==> config.mk <==
export PLATFORM = sky130hd
export DESIGN_NAME = paint_ctrl
export DESIGN_NICKNAME = d
export VERILOG_FILES = /design/src/rtl/paint_pkg.sv /design/src/rtl/stamp_gen.sv /design/src/rtl/paint_ctrl.sv
export SDC_FILE = /design/constraint.sdc
export NUM_CORES = 1
export LEC_CHECK = 0
export ABC_AREA = 1
export ABC_CLOCK_PERIOD_IN_PS = 3200
export BUFFER_PORTS_ARGS = -buffer_cell sky130_fd_sc_hd__buf_2
export CAP_MARGIN = 20
export CORE_MARGIN = 1
export CORE_UTILIZATION = 40
export DETAILED_ROUTE_END_ITERATION = 8
export PLACE_DENSITY_LB_ADDON = 0.08
export SLEW_MARGIN = 10
export SYNTH_ARGS = -nofsm -noshare
export SYNTH_HDL_FRONTEND = slang
export SYNTH_SLANG_ARGS = --single-unit
==> constraint.sdc <==
create_clock -name clk -period 3.2 [get_ports clk]
set_clock_uncertainty 0.05 [all_clocks]
set_input_delay 0.32 -clock clk [delete_from_list [all_inputs] [get_ports clk]]
set_output_delay 0.32 -clock clk [all_outputs]
set_load 0.01 [all_outputs]
==> src/rtl/paint_pkg.sv <==
// Shared types and constants for the paint controller.
// Holds raster defaults, stamp records and the 3x3 slot-offset table.
package paint_pkg;

   localparam int WIDTH_DEF  = 160;
   localparam int HEIGHT_DEF = 120;
   localparam int NSLOT      = 9;

   typedef logic [2:0] color_t;

   typedef enum logic {
      IDLE,
      STAMP
   } state_t;

   typedef struct packed {
      logic [7:0] x;
      logic [7:0] y;
      logic       brush;
      color_t     color;
   } stamp_t;

   // Two's-complement offsets, raster order: dy outer, dx inner.
   localparam logic [1:0] DX_TBL [NSLOT] = '{
      2'b11, 2'b00, 2'b01,
      2'b11, 2'b00, 2'b01,
      2'b11, 2'b00, 2'b01
   };

   localparam logic [1:0] DY_TBL [NSLOT] = '{
      2'b11, 2'b11, 2'b11,
      2'b00, 2'b00, 2'b00,
      2'b01, 2'b01, 2'b01
   };

   function automatic logic [8:0] sext_off(input logic [1:0] o);
      return {{7{o[1]}}, o};
   endfunction

endpackage

==> src/rtl/stamp_gen.sv <==
// Slot sequencer: walks the stamp slots, applies offsets and clips.
// Produces the coordinate of the slot that follows the next clock edge.
module stamp_gen
   import paint_pkg::*;
#(
   parameter int WIDTH  = WIDTH_DEF,
   parameter int HEIGHT = HEIGHT_DEF
) (
   input  logic       clk,
   input  logic       reset_n,
   input  logic       start,
   input  logic       step,
   input  logic [7:0] new_x,
   input  logic [7:0] new_y,
   input  logic       new_brush,
   input  logic [7:0] cur_x,
   input  logic [7:0] cur_y,
   input  logic       cur_brush,
   output logic [7:0] nxt_x,
   output logic [7:0] nxt_y,
   output logic       nxt_hit,
   output logic       last
);

   localparam logic [8:0] W9 = 9'(WIDTH);
   localparam logic [8:0] H9 = 9'(HEIGHT);

   logic [3:0] slot;
   logic [3:0] idx;
   logic [7:0] cx;
   logic [7:0] cy;
   logic       cb;
   logic [8:0] dx;
   logic [8:0] dy;
   logic [8:0] sx;
   logic [8:0] sy;

   always_comb begin
      cx  = start ? new_x : cur_x;
      cy  = start ? new_y : cur_y;
      cb  = start ? new_brush : cur_brush;
      idx = start ? 4'd0 : slot + 4'd1;
      dx  = '0;
      dy  = '0;
      if (cb && idx < 4'(NSLOT)) begin
         dx = sext_off(DX_TBL[idx]);
         dy = sext_off(DY_TBL[idx]);
      end
      // Bit 8 set means the slot went negative.
      sx      = {1'b0, cx} + dx;
      sy      = {1'b0, cy} + dy;
      nxt_hit = !sx[8] && (sx < W9) && !sy[8] && (sy < H9);
      nxt_x   = sx[7:0];
      nxt_y   = sy[7:0];
      last    = cur_brush ? (slot == 4'(NSLOT - 1)) : 1'b1;
   end

   always_ff @(posedge clk or negedge reset_n) begin
      if (!reset_n) begin
         slot <= '0;
      end else if (start) begin
         slot <= '0;
      end else if (step) begin
         slot <= slot + 4'd1;
      end
   end

endmodule

==> src/rtl/paint_ctrl.sv <==
// Paint controller: config register, one-deep pending buffer and
// stamp FSM driving a valid/ready framebuffer write port.
module paint_ctrl
   import paint_pkg::*;
#(
   parameter int WIDTH  = WIDTH_DEF,
   parameter int HEIGHT = HEIGHT_DEF
) (
   input  logic       clk,
   input  logic       reset_n,
   input  logic       pkt_valid,
   input  logic       update_config,
   input  logic       brush,
   input  logic [2:0] new_color,
   input  logic [7:0] x,
   input  logic [7:0] y,
   input  logic       fb_ready,
   output logic       wr_en,
   output logic [7:0] wr_x,
   output logic [7:0] wr_y,
   output logic [2:0] wr_color,
   output logic       busy,
   output logic       dropped
);

   localparam logic [8:0] W9 = 9'(WIDTH);
   localparam logic [8:0] H9 = 9'(HEIGHT);

   state_t state;
   state_t state_n;
   logic   cfg_brush;
   color_t cfg_color;
   stamp_t cur;
   stamp_t pend;
   stamp_t snap;
   stamp_t src;
   logic   pend_valid;
   logic   pend_n;

   logic       pos;
   logic       in_rng;
   logic       done;
   logic       fin;
   logic       start;
   logic       step;
   logic       store;
   logic       drop;
   logic [7:0] nxt_x;
   logic [7:0] nxt_y;
   logic       nxt_hit;
   logic       last;

   always_comb begin
      snap   = '{x: x, y: y, brush: cfg_brush, color: cfg_color};
      pos    = pkt_valid & ~update_config;
      in_rng = ({1'b0, x} < W9) && ({1'b0, y} < H9);
      // A clipped slot has wr_en low and completes without fb_ready.
      done   = (state == STAMP) && (!wr_en || fb_ready);
      fin    = done && last;
      step   = done && !last;
      drop   = pos && (!in_rng || ((state == STAMP) && pend_valid));
      start  = ((state == IDLE) && pos && in_rng)
             || (fin && (pend_valid || (pos && in_rng)));
      store  = (state == STAMP) && !fin && pos && in_rng
             && !pend_valid;
      src    = pend_valid ? pend : snap;

      state_n = state;
      if (start) begin
         state_n = STAMP;
      end else if (fin) begin
         state_n = IDLE;
      end

      pend_n = pend_valid;
      if (store) begin
         pend_n = 1'b1;
      end else if (start && pend_valid) begin
         pend_n = 1'b0;
      end
   end

   stamp_gen #(
      .WIDTH (WIDTH),
      .HEIGHT(HEIGHT)
   ) u_gen (
      .clk      (clk),
      .reset_n  (reset_n),
      .start    (start),
      .step     (step),
      .new_x    (src.x),
      .new_y    (src.y),
      .new_brush(src.brush),
      .cur_x    (cur.x),
      .cur_y    (cur.y),
      .cur_brush(cur.brush),
      .nxt_x    (nxt_x),
      .nxt_y    (nxt_y),
      .nxt_hit  (nxt_hit),
      .last     (last)
   );

   always_ff @(posedge clk or negedge reset_n) begin
      if (!reset_n) begin
         state      <= IDLE;
         cfg_brush  <= 1'b0;
         cfg_color  <= '0;
         cur        <= '0;
         pend       <= '0;
         pend_valid <= 1'b0;
         wr_en      <= 1'b0;
         wr_x       <= '0;
         wr_y       <= '0;
         wr_color   <= '0;
         busy       <= 1'b0;
         dropped    <= 1'b0;
      end else begin
         state      <= state_n;
         pend_valid <= pend_n;
         busy       <= (state_n == STAMP) | pend_n;
         dropped    <= drop;
         if (pkt_valid && update_config) begin
            cfg_brush <= brush;
            cfg_color <= new_color;
         end
         if (store) begin
            pend <= snap;
         end
         if (start) begin
            cur <= src;
         end
         if (start || step) begin
            wr_en    <= nxt_hit;
            wr_x     <= nxt_x;
            wr_y     <= nxt_y;
            wr_color <= start ? src.color : cur.color;
         end else if (fin) begin
            wr_en <= 1'b0;
         end
      end
   end

endmodule

### Word-level counts from Yosys, hierarchy flattened

Memories as Yosys holds them, arrays and structs flattened.
Index checks and enable logic that the tools add are counted.

| cells by class | value |
|---|---|
| add/sub/neg operators | 3 |
| order comparisons | 6 |
| equality and inequality tests | 1 |
| muxes and demuxes | 21 |
| bitwise gates (word level) | 5 |
| reduce and logical (&&, ||, !) cells | 34 |

Operators with widths:

| operator | number |
|---|---|
| 1-bit logical AND | 20 |
| 20-bit 2-to-1 mux | 1 |
| 8-bit by 9-bit adder with 9-bit output | 2 |
| 9-bit 2-to-1 mux | 2 |
| 8-bit 2-to-1 mux | 2 |
| 4-bit 2-to-1 mux | 3 |
| 9-bit by 7-bit < comparator with 1-bit output (second input constant) | 1 |
| 9-bit by 8-bit < comparator with 1-bit output (second input constant) | 1 |
| 8-bit by 7-bit < comparator with 1-bit output (second input constant) | 1 |
| 8-bit < comparator (second input constant) | 1 |
| 1-bit 2-to-1 mux | 8 |
| 2-bit 2-to-1 mux | 4 |
| 1-bit logical NOT | 7 |
| 5-bit >= comparator (second input constant) | 1 |
| 1-bit logical OR | 5 |
| 4-bit inverter with 5-bit output | 1 |
| 4-bit by 1-bit adder with 4-bit output (second input constant) | 1 |
| 4-bit == test (second input constant) | 1 |
| 4-bit < comparator (second input constant) | 1 |
| 2-bit nonzero test | 2 |
| 3-bit 2-to-1 mux | 1 |
| 1-bit inverter | 2 |
| 1-bit bitwise AND | 1 |
| 1-bit bitwise OR | 1 |

| storage, ports and cells | value |
|---|---|
| bits in registers | 72 |
| bits in read-only memories | 64 |
| bits of input ports | 25 |
| output and inout bits | 22 |
| logic and storage cells | 91 |
| memories | 2 |

Memory list:

| name | depth | width | read ports | clocked after memory_dff | write ports | line | source |
|---|---|---|---|---|---|---|---|
| (name not given) | 16 | 2 | 1 | 0 | 0 | stamp_gen.sv:47 | `dy = sext_off(DY_TBL[idx]);` |
| (name not given) | 16 | 2 | 1 | 0 | 0 | stamp_gen.sv:46 | `dx = sext_off(DX_TBL[idx]);` |

### Logic depth before layout (Yosys ltp)

Gate-level depths: netlist (run 1).

| logic depth | value |
|---|---|
| depth in word-level cells | 18 |
| mapped depth | 31 |
| depth with buffers taken out | 29 |

### Hierarchy

A second synthesis (run 1) with hierarchy kept.

| second synthesis, totals | value |
|---|---|
| cells, all modules | 615 |
| area total of the unflattened synthesis | 4494.3 sq um |

By module, submodules not included:

| module | times used | cells an instance | area each (sq um) | seq. area each (sq um) |
|---|---|---|---|---|
| paint_ctrl | 1 | 352 | 3034.2 | 1701.6 |
| stamp_gen | 1 | 263 | 1460.2 | 100.1 |

### Least setup slack after synthesis (run 1)

No wires, ideal clock.

| timing path | value |
|---|---|
| kind | register to register |
| start | register u_gen.slot[0] |
| end | register wr_en |
| library setup time | 121 ps |
| arrival time | 3408 ps |
| required time | 3029 ps |
| slack | -379 ps |
| stages on the path, launching flop included | 28 |
| path buffers | 2 |
| period minus slack after synthesis | 3579 ps |
| cells stage by stage | dfrtp_1 inv_1 ha_1 nand3b_1 nand2_1 nand3_1 nand2_2 nand2_4 buf_6 inv_2 buf_4 nor2_1 ha_1 inv_1 a21oi_1 nor2_2 nand3_1 inv_1 fa_1 nand3_1 nand3_1 a21oi_1 o21ai_0 xor2_1 a21oi_1 nor2_1 nand2_1 nand2_1 |

| between the ends | value |
|---|---|
| word-level cells in the longest chain between the ends | 17 |
| elaborated cells on any way between the ends | 35 |
| those cells by class | add/sub (3); order compare (3); eq/ne (1); mux (12); bitwise (1); reduce/logical (13); memory (2) |

Ends and longest elaborated chain:

| item | line | source |
|---|---|---|
| start, declared | stamp_gen.sv:28 | `logic [3:0] slot;` |
| start signal, assigned | stamp_gen.sv:64 | `slot <= slot + 4'd1;` |
| 4-bit == test | stamp_gen.sv:55 | `last = cur_brush ? (slot == 4'(NSLOT - 1)) : 1'b1;` |
| 1-bit 2-to-1 mux | stamp_gen.sv:55 |  |
| 1-bit logical AND | paint_ctrl.sv:59 | `fin = done && last;` |
| 1-bit logical AND | paint_ctrl.sv:63 | `\|\| (fin && (pend_valid \|\| (pos && in_rng)));` |
| 1-bit logical OR | paint_ctrl.sv:63 |  |
| 4-bit 2-to-1 mux (*) | stamp_gen.sv:42 | `idx = start ? 4'd0 : slot + 4'd1;` |
| named net u_gen.idx[1] | stamp_gen.sv:29 | `logic [3:0] idx;` |
| 4-bit inverter with 5-bit output (not written as such) | stamp_gen.sv:46, stamp_gen.sv:47 |  |
| memory 16 x 2 bit | -- |  |
| 2-bit 2-to-1 mux (not written as such) (2 in a row) | stamp_gen.sv:46 |  |
| 9-bit 2-to-1 mux | stamp_gen.sv:45 | `if (cb && idx < 4'(NSLOT)) begin` |
| 8-bit by 9-bit adder with 9-bit output | stamp_gen.sv:50 | `sx = {1'b0, cx} + dx;` |
| 9-bit by 8-bit < comparator with 1-bit output or 1-bit logical NOT (tied branches) | stamp_gen.sv:52 | `nxt_hit = !sx[8] && (sx < W9) && !sy[8] && (sy < H9);` |
| 1-bit logical AND (2 in a row) | stamp_gen.sv:52 |  |
| 1-bit logical AND (*) | stamp_gen.sv:52 |  |
| 1-bit 2-to-1 mux (*) | paint_ctrl.sv:132 | `if (start \|\| step) begin` |
| end signal, assigned | paint_ctrl.sv:133 | `wr_en <= nxt_hit;` |
| end, declared | paint_ctrl.sv:18 | `output logic wr_en,` |

The timed path passes the listed nets; every way through them passes the cells marked *. The select of a mux whose other input is x is not followed.
A chain may end at the register's enable or synchronous reset.

### Final worst setup path (run 1)

| timing path | value |
|---|---|
| start | register u_gen.slot[0] |
| end | register wr_en |

| between the ends | value |
|---|---|
| word-level cells in the longest chain between the ends | 17 |
| elaborated cells on any way between the ends | 35 |
| those cells by class | add/sub (3); order compare (3); eq/ne (1); mux (12); bitwise (1); reduce/logical (13); memory (2) |

Ends and longest elaborated chain:

| item | line |
|---|---|
| 4-bit == test | stamp_gen.sv:55 |
| 1-bit 2-to-1 mux | stamp_gen.sv:55 |
| 1-bit logical AND | paint_ctrl.sv:59 |
| 1-bit logical AND | paint_ctrl.sv:63 |
| 1-bit logical OR | paint_ctrl.sv:63 |
| 4-bit 2-to-1 mux | stamp_gen.sv:42 |
| 4-bit inverter with 5-bit output (not written as such) | stamp_gen.sv:46, stamp_gen.sv:47 |
| memory 16 x 2 bit | -- |
| 2-bit 2-to-1 mux (not written as such) (2 in a row) | stamp_gen.sv:46 |
| 9-bit 2-to-1 mux | stamp_gen.sv:45 |
| 8-bit by 9-bit adder with 9-bit output | stamp_gen.sv:50 |
| 9-bit by 8-bit < comparator with 1-bit output or 1-bit logical NOT (tied branches) | stamp_gen.sv:52 |
| 1-bit logical AND (3 in a row) | stamp_gen.sv:52 |
| 1-bit 2-to-1 mux | paint_ctrl.sv:132 |

Parallel ways exist; a longest one is shown, timed or not. The select of a mux whose other input is x is not followed.

==> metrics.md, run 1 <==
| Metric | Value |
|---|---|
| Worst Hold Launch | `x[4]` |
| Worst setup margin | `-138 ps` |
| RSZ-0062 raised after global routing | `yes` |
| Core area | `slightly above 9000 um^2` |
| Register area share after synthesis | `0.466` |
| Num ports | `47` |
| Clock buffers created by TritonCTS | `9` |
| Kind of end point of the critical path | `register` |
| Fmax | `300 MHz` |
| Rows | `35` |
| Post-DRT Antenna Nets | `0` |
| Met2 WL post-DR | `roughly 4600 um` |
| Grt ovf | `0` |
| Minimum clock period | `3340 ps` |
| Area of the multi-input gates | `~2300 um^2` |
| Final wirelength | `about 10000 um` |
| Initial antenna violation count | `0` |
| Mapped Cells | `474` |
| DRC viols | `0` |
| CP Launch Type | `register` |
| Post-Syn Area per Cell | `around 8.2 um^2` |
| Register area | `1800 um^2` |
| ANT cells | `0` |
| Fill cell count | `between 800 and 900` |
| IO buf count | `46` |
| Clk_lat worst skew | `340 ps` |
| Slew Viols, Final | `0` |
| DR top layer | `met4` |
| Synth unique cells | `34` |
| Routability cong. | `roughly 0.84` |
| Design Area, Final | `5710 um^2` |
| Failing checks | `negative setup slack` |
| Worst Hold Path EP | `pend[16]$_DFFE_PN0P_` |
| Dpl ws | `-163 ps` |
| Vias per inst | `between 4 and 5` |
| CP Class | `reg -> reg` |
| FF+latch count, synth | `72` |
| Worst Tran Pin Value | `691 ps` |
| Initial DRC Count | `138` |
| Post-DP Area | `4920 um^2` |
| Outcome | `complete, but fails checks` |
| CTS tree | `done` |
| Largest net degree at the start of global routing | `45` |
| WP buf/inv | `8` |
| DRT Pass-1 Iters | `4` |
| CTS max path bufs | `2` |
| Die W | `~100 um` |
| CP max FO | `4` |
| Clk sinks | `just over 70` |
| Reg clk slew, reported paths | `about 80 ps` |
| HPWL Detailed | `a little under 7000 um` |
| Total GRT Usage | `0.215` |
| Slowest cell delay on critical path | `a little under 400 ps` |
| Metal3 WL | `231 um` |
| First-pass GRT wire length | `16900 um` |
| Initial core utilization | `0.416` |
| R2R Path Start | `u_gen.slot[0]$_DFFE_PN0P_` |
| Hold path cells | `3` |
| H-Tree Depth | `3` |
| Reg2reg end | `wr_en$_DFFE_PN0P_` |
| Period utilization | `1.04` |
| Synthesized area | `approximately 3900 um^2` |
| Wl on met1 | `around 5200 um` |
| Max_slew headroom | `0.540` |
| Syn. warnings | `0` |
| Kind of cell adding the most delay to the critical path | `simple AND/OR/NAND/NOR gates` |
| Synth Net Count | `520` |
| Flop-to-flop setup slack | `-140 ps` |
| Hold WC Path Type | `in -> reg` |
| Final Hold Viols | `0` |
| Die ar. | `approximately 10000 um^2` |
| Nets | `669` |
| Vias in the first global route | `3513` |
| Setup violators final | `4` |
| P&R area growth vs syn | `47.7%` |
| Root Driver | `clkbuf_8` |
| Drt wl/cell | `13.3 um` |
| Layout cell share with drive strength beyond 1 | `0.416` |
| Worst Reg2Reg Path Length in Cells | `26` |
| Layout Utilization | `0.615` |
| Max Cap Viol | `0` |
| Vias | `roughly 3600` |
| Critical Path Slowest Stage Cell | `dfrtp_1` |
| CP Data Required Time | `approximately 3400 ps` |
| Chip Height | `between 100 and 150 um` |
| Crit path arrival time | `between 3000 and 4000 ps` |
-- per-layer routing --
layer  vias up  GRT usage
met5         -          0
met4         0     0.0613
met3         2     0.0327
met2        66      0.332
met1      1707      0.313
li1       1863          -
-- final cells by class --
class,count,area share
Clock buffer,11,0.0265
Clock inverter,5,0.00701
Inverter,39,0.0292
Multi-Input combinational cell,346,0.394
Sequential cell,72,0.316
Tap cell,129,0.0283
Timing Repair Buffer,155,0.199
-- worst max-delay path by stage --
stage	cells past startpoint	from	end	slack, ps
after floorplan	30	u_gen.slot[0]$_DFFE_PN0P_	wr_en$_DFFE_PN0P_	-160
after global placement	27	y[4]	wr_en$_DFFE_PN0P_	-150
after detailed placement	26	u_gen.slot[1]$_DFFE_PN0P_	wr_en$_DFFE_PN0P_	-160
after CTS	26	u_gen.slot[1]$_DFFE_PN0P_	wr_en$_DFFE_PN0P_	-90
after global routing	26	u_gen.slot[0]$_DFFE_PN0P_	wr_en$_DFFE_PN0P_	-390
final	26	u_gen.slot[0]$_DFFE_PN0P_	wr_en$_DFFE_PN0P_	-140
-- worst register-to-register path, cell delays in order, from the launching register on --
cell      delay, ps
dfrtp_1         390
inv_2            80
ha_4            120
nand3b_1         90
nand2_2         120
nand3_2          90
nand2_2         100
nand2_4          70
buf_4           160
nand2_2          70
o21ai_4          70
buf_4           140
buf_4           140
nand3_2         100
inv_4            60
buf_6           110
fa_2            370
nand3_2          80
nand3_2          80
buf_4           160
a31oi_1         190
inv_1            60
nand2_1          80
nand2_1          70
nor2_1          110
nand2_1          60
nand2_1          50
-- cells in the mapped netlist (all sizes together) --
master    n  area, um^2
nor3      2        15.0
or2       1        6.26
fa        2        40.0
ha       19         238
nand4     6        37.5
xnor2     7        61.3
nand3b    1        7.51
nor2     28         110
nand3    11        65.1
nand2   172         658
inv      38         143
o311ai    2        17.5
mux2      4        45.0
clkinv    1        3.75
dfrtp    72        1800
o21ai    36         184
a21oi    16        83.8
o211ai    2        15.0
buf       8        53.8
a31oi    32         200
clkbuf    9        33.8
xor2      5        43.8
-- state kept, by name, summed over array words and instances, names as in the netlist --
register	flops
cur	20
pend	20
wr_x	8
wr_y	8
u_gen.slot	4
cfg_color	3
wr_color	3
busy	1
cfg_brush	1
dropped	1
pend_valid	1
state	1
wr_en	1
-- cell families after synthesis --
group / after synthesis / synth area share
fa+ha+maj: 21 / 0.0719
simple gates: 221 / 0.233
buf+inv: 56 / 0.0606
flops: 72 / 0.466
compound gates: 88 / 0.130
xor+xnor: 12 / 0.0272
mux: 4 / 0.0117
-- per-stage QoR --
| step | hold slack, ps | TNS (ps) | std cells |
|---|---|---|---|
| global placement | 346 | -224 | 713 |
| floorplan | -25.6 | -162 | 474 |
| finish | 138 | -280 | 757 |
| global route | 139 | -1360 | 757 |
| detailed placement | 355 | -411 | 713 |
| CTS | 122 | -89.6 | 742 |
-- repair_timing --
action | CTS | global route
hold buffers | 1 | 0
setup buffers | 12 | 16
hold endpoints to repair | 28 | 0
gates resized for setup | 35 | 56
setup endpoints to repair | 5 | 11
pin swaps | 21 | 46
-- cells in the final DEF (no fill, tap or decap), drive strengths merged, types with 3 or more instances in the layout --
cell type | Yosys | final
nand2 | 172 | 172
buf | 8 | 154
dfrtp | 72 | 72
inv | 38 | 38
o21ai | 36 | 36
a31oi | 32 | 32
nor2 | 28 | 28
ha | 19 | 19
a21oi | 16 | 16
clkbuf | 9 | 11
nand3 | 11 | 11
xnor2 | 7 | 7
nand4 | 6 | 6
xor2 | 5 | 5
mux2 | 4 | 4
clkinvlp | 0 | 3
clkinv | 1 | 3
Power of run 1 is left out: the tool's default activity adds up to more than one toggle a clock period on the data nets, which glitch-free logic cannot reach.
==> inputs of run 2 (changes only) <==
Settings changed: PLACE_DENSITY_LB_ADDON 0.08 to default.
==> run 2 against run 1 <==
  * The run ends with negative hold slack, negative setup slack left
  * Sequential share of layout area up 1.7 points
  * Worst hold slack worse by 140 ps
  * Core utilization down 3.1 points
  * Die area unchanged
  * Flip-flop and latch count unchanged
  * Critical path depth up 2
  * Final cell count down 4.0%
  * Register-to-register slack better by 70 ps
  * Wire length down 6.5%
==> metrics.md, run 2 (synthesized netlist as in run 1, its figures left out) <==
| Metric | Value |
|---|---|
| Die W | `100 um (unchanged)` |
| Crit path arrival time | `3490 ps (-80 ps)` |
| ANT cells | `0 (unchanged)` |
| Layout cell share with drive strength beyond 1 | `0.373 (-0.0427)` |
| Largest net degree at the start of global routing | `40 (-11%)` |
| Slowest cell delay on critical path | `390 ps (about the same)` |
| DRT Pass-1 Iters | `5 (+1)` |
| Root Driver | `clkbuf_8` |
| Minimum clock period | `3260 ps (-73.9 ps)` |
| Max_slew headroom | `0.476 (-0.0636)` |
| First-pass GRT wire length | `15800 um (-7.0%)` |
| Setup violators final | `1 (-3)` |
| Rows | `35 (unchanged)` |
| Post-DRT Antenna Nets | `0 (unchanged)` |
| Vias | `3507 (-3.6%)` |
| CP Class | `reg -> reg` |
| Slew Viols, Final | `0 (unchanged)` |
| Clk sinks | `72 (unchanged)` |
| Max Cap Viol | `0 (unchanged)` |
| Drt wl/cell | `13.0 um (-2.6%)` |
| Commonest non-fill, non-tap cell in the layout | `nand2_1` |
| Placed Cells | `700 (-1.8%)` |
| Period utilization | `1.02 (-0.0231)` |
| Final wirelength | `9440 um (-6.5%)` |
| Vias in the first global route | `3410 (-2.9%)` |
| Initial DRC Count | `193 (+40%)` |
| P&R area growth vs syn | `40.3%` |
| CTS tree | `done` |
| Die ar. | `10100 um^2 (unchanged)` |
| CTS max path bufs | `2 (unchanged)` |
| CP Launch Type | `register` |
| R2R Path Start | `u_gen.slot[1]$_DFFE_PN0P_` |
| Grt ovf | `0 (unchanged)` |
| Kind of end point of the critical path | `register` |
| Non-Filler Instances | `727 (-4.0%)` |
| Worst setup margin | `-64.4 ps (+73.9 ps)` |
| Total GRT Usage | `0.200 (-0.0149)` |
| Hold WC Path Type | `in -> async` |
| HPWL Detailed | `6670 um (-2.1%)` |
| Outcome | `complete, but fails checks` |
| Dpl ws | `-195 ps (-32.1 ps)` |
| Nets | `640 (-4.3%)` |
| Most used cell, CP | `nand2_2` |
| Largest registers | `cur x20, pend x20` |
| Initial antenna violation count | `0 (unchanged)` |
| WP buf/inv | `4 (-4)` |
| Most frequent cells in the layout | `156 x nand2_1, 76 x buf_4, 72 x dfrtp_1` |
| Reg clk slew, reported paths | `80 ps (about the same)` |
| H-Tree Depth | `3 (unchanged)` |
| Clock buffers created by TritonCTS | `9 (unchanged)` |
| Final Hold Viols | `2 (+2)` |
| Core area | `9280 um^2 (unchanged)` |
| Vias per inst | `4.82 (+0.38%)` |
| Reg2reg end | `wr_en$_DFFE_PN0P_` |
| Clk_lat worst skew | `350 ps (about the same)` |
| Worst Tran Pin Value | `786 ps (+95.4 ps)` |
| Fmax | `306 MHz (+2.3%)` |
| Setup TNS | `-64.4 ps (+215 ps)` |
| Num ports | `47 (unchanged)` |
| IO buf count | `46 (unchanged)` |
| Worst Reg2Reg Path Length in Cells | `28 (+7.7%)` |
| CP Data Required Time | `3430 ps (about the same)` |
| Fill cell count | `845 (+0.72%)` |
| Routability cong. | `0.827 (-1.7%)` |
| RSZ-0062 raised after global routing | `yes` |
| Critical Path Slowest Stage Cell | `dfrtp_1` |
| Cts-stage hold buffer count | `0 (-1)` |
| Initial core utilization | `0.416 (unchanged)` |
| Failing checks | `negative hold slack, negative setup slack` |
| Kind of cell adding the most delay to the critical path | `simple AND/OR/NAND/NOR gates` |
| CP max FO | `7 (+3)` |
| DRC viols | `0 (unchanged)` |
| Hold WS | `-1.17 ps (-139 ps)` |
| Flop-to-flop setup slack | `-60 ps (+70 ps)` |
| Chip Height | `100 um (unchanged)` |
-- run 2: worst max-delay path by stage --
stage	slack, ps	end	cells past startpoint	start
after CTS	-90	wr_en$_DFFE_PN0P_	25	u_gen.slot[1]$_DFFE_PN0P_
after floorplan	-160	wr_en$_DFFE_PN0P_	30	u_gen.slot[0]$_DFFE_PN0P_
final	-60	wr_en$_DFFE_PN0P_	28	u_gen.slot[1]$_DFFE_PN0P_
after global placement	-100	wr_en$_DFFE_PN0P_	24	u_gen.slot[0]$_DFFE_PN0P_
after detailed placement	-200	wr_en$_DFFE_PN0P_	24	u_gen.slot[0]$_DFFE_PN0P_
after global routing	-290	wr_en$_DFFE_PN0P_	27	u_gen.slot[1]$_DFFE_PN0P_
-- run 2: repair_timing --
| action | 4_1_cts | 5_1_grt |
|---|---|---|
| gates resized for setup | 24 | 51 |
| endpoints found under the hold margin | 0 | 0 |
| buffers inserted | 8 | 4 |
| pin swaps | 20 | 33 |
| endpoints found under the setup margin | 6 | 9 |
-- run 2: cell type report --
type | count | area, um^2 | share of cell area
Multi-Input combinational cell | 346 | 2190 | 0.405
Sequential cell | 72 | 1800 | 0.332
Inverter | 39 | 166 | 0.0307
Clock inverter | 6 | 116 | 0.0215
Timing Repair Buffer | 126 | 858 | 0.158
Clock buffer | 9 | 124 | 0.0228
Tap cell | 129 | 161 | 0.0298
-- run 2: per-stage QoR --
stage,cell area (um^2),util
finish,5420,0.584
floorplan,3970,-
global placement,4800,0.517
detailed placement,4800,0.517
CTS,5180,0.558
global route,5420,0.584
-- run 2: metal layers --
layer	vias to the layer above	GRT usage	part of all wire
met5	-	0	0
li1	1801	-	-
met2	56	0.324	0.47
met4	0	0.0747	0.017
met1	1635	0.272	0.49
met3	15	0.0320	0.025
Power of run 2 is left out for the same reason.
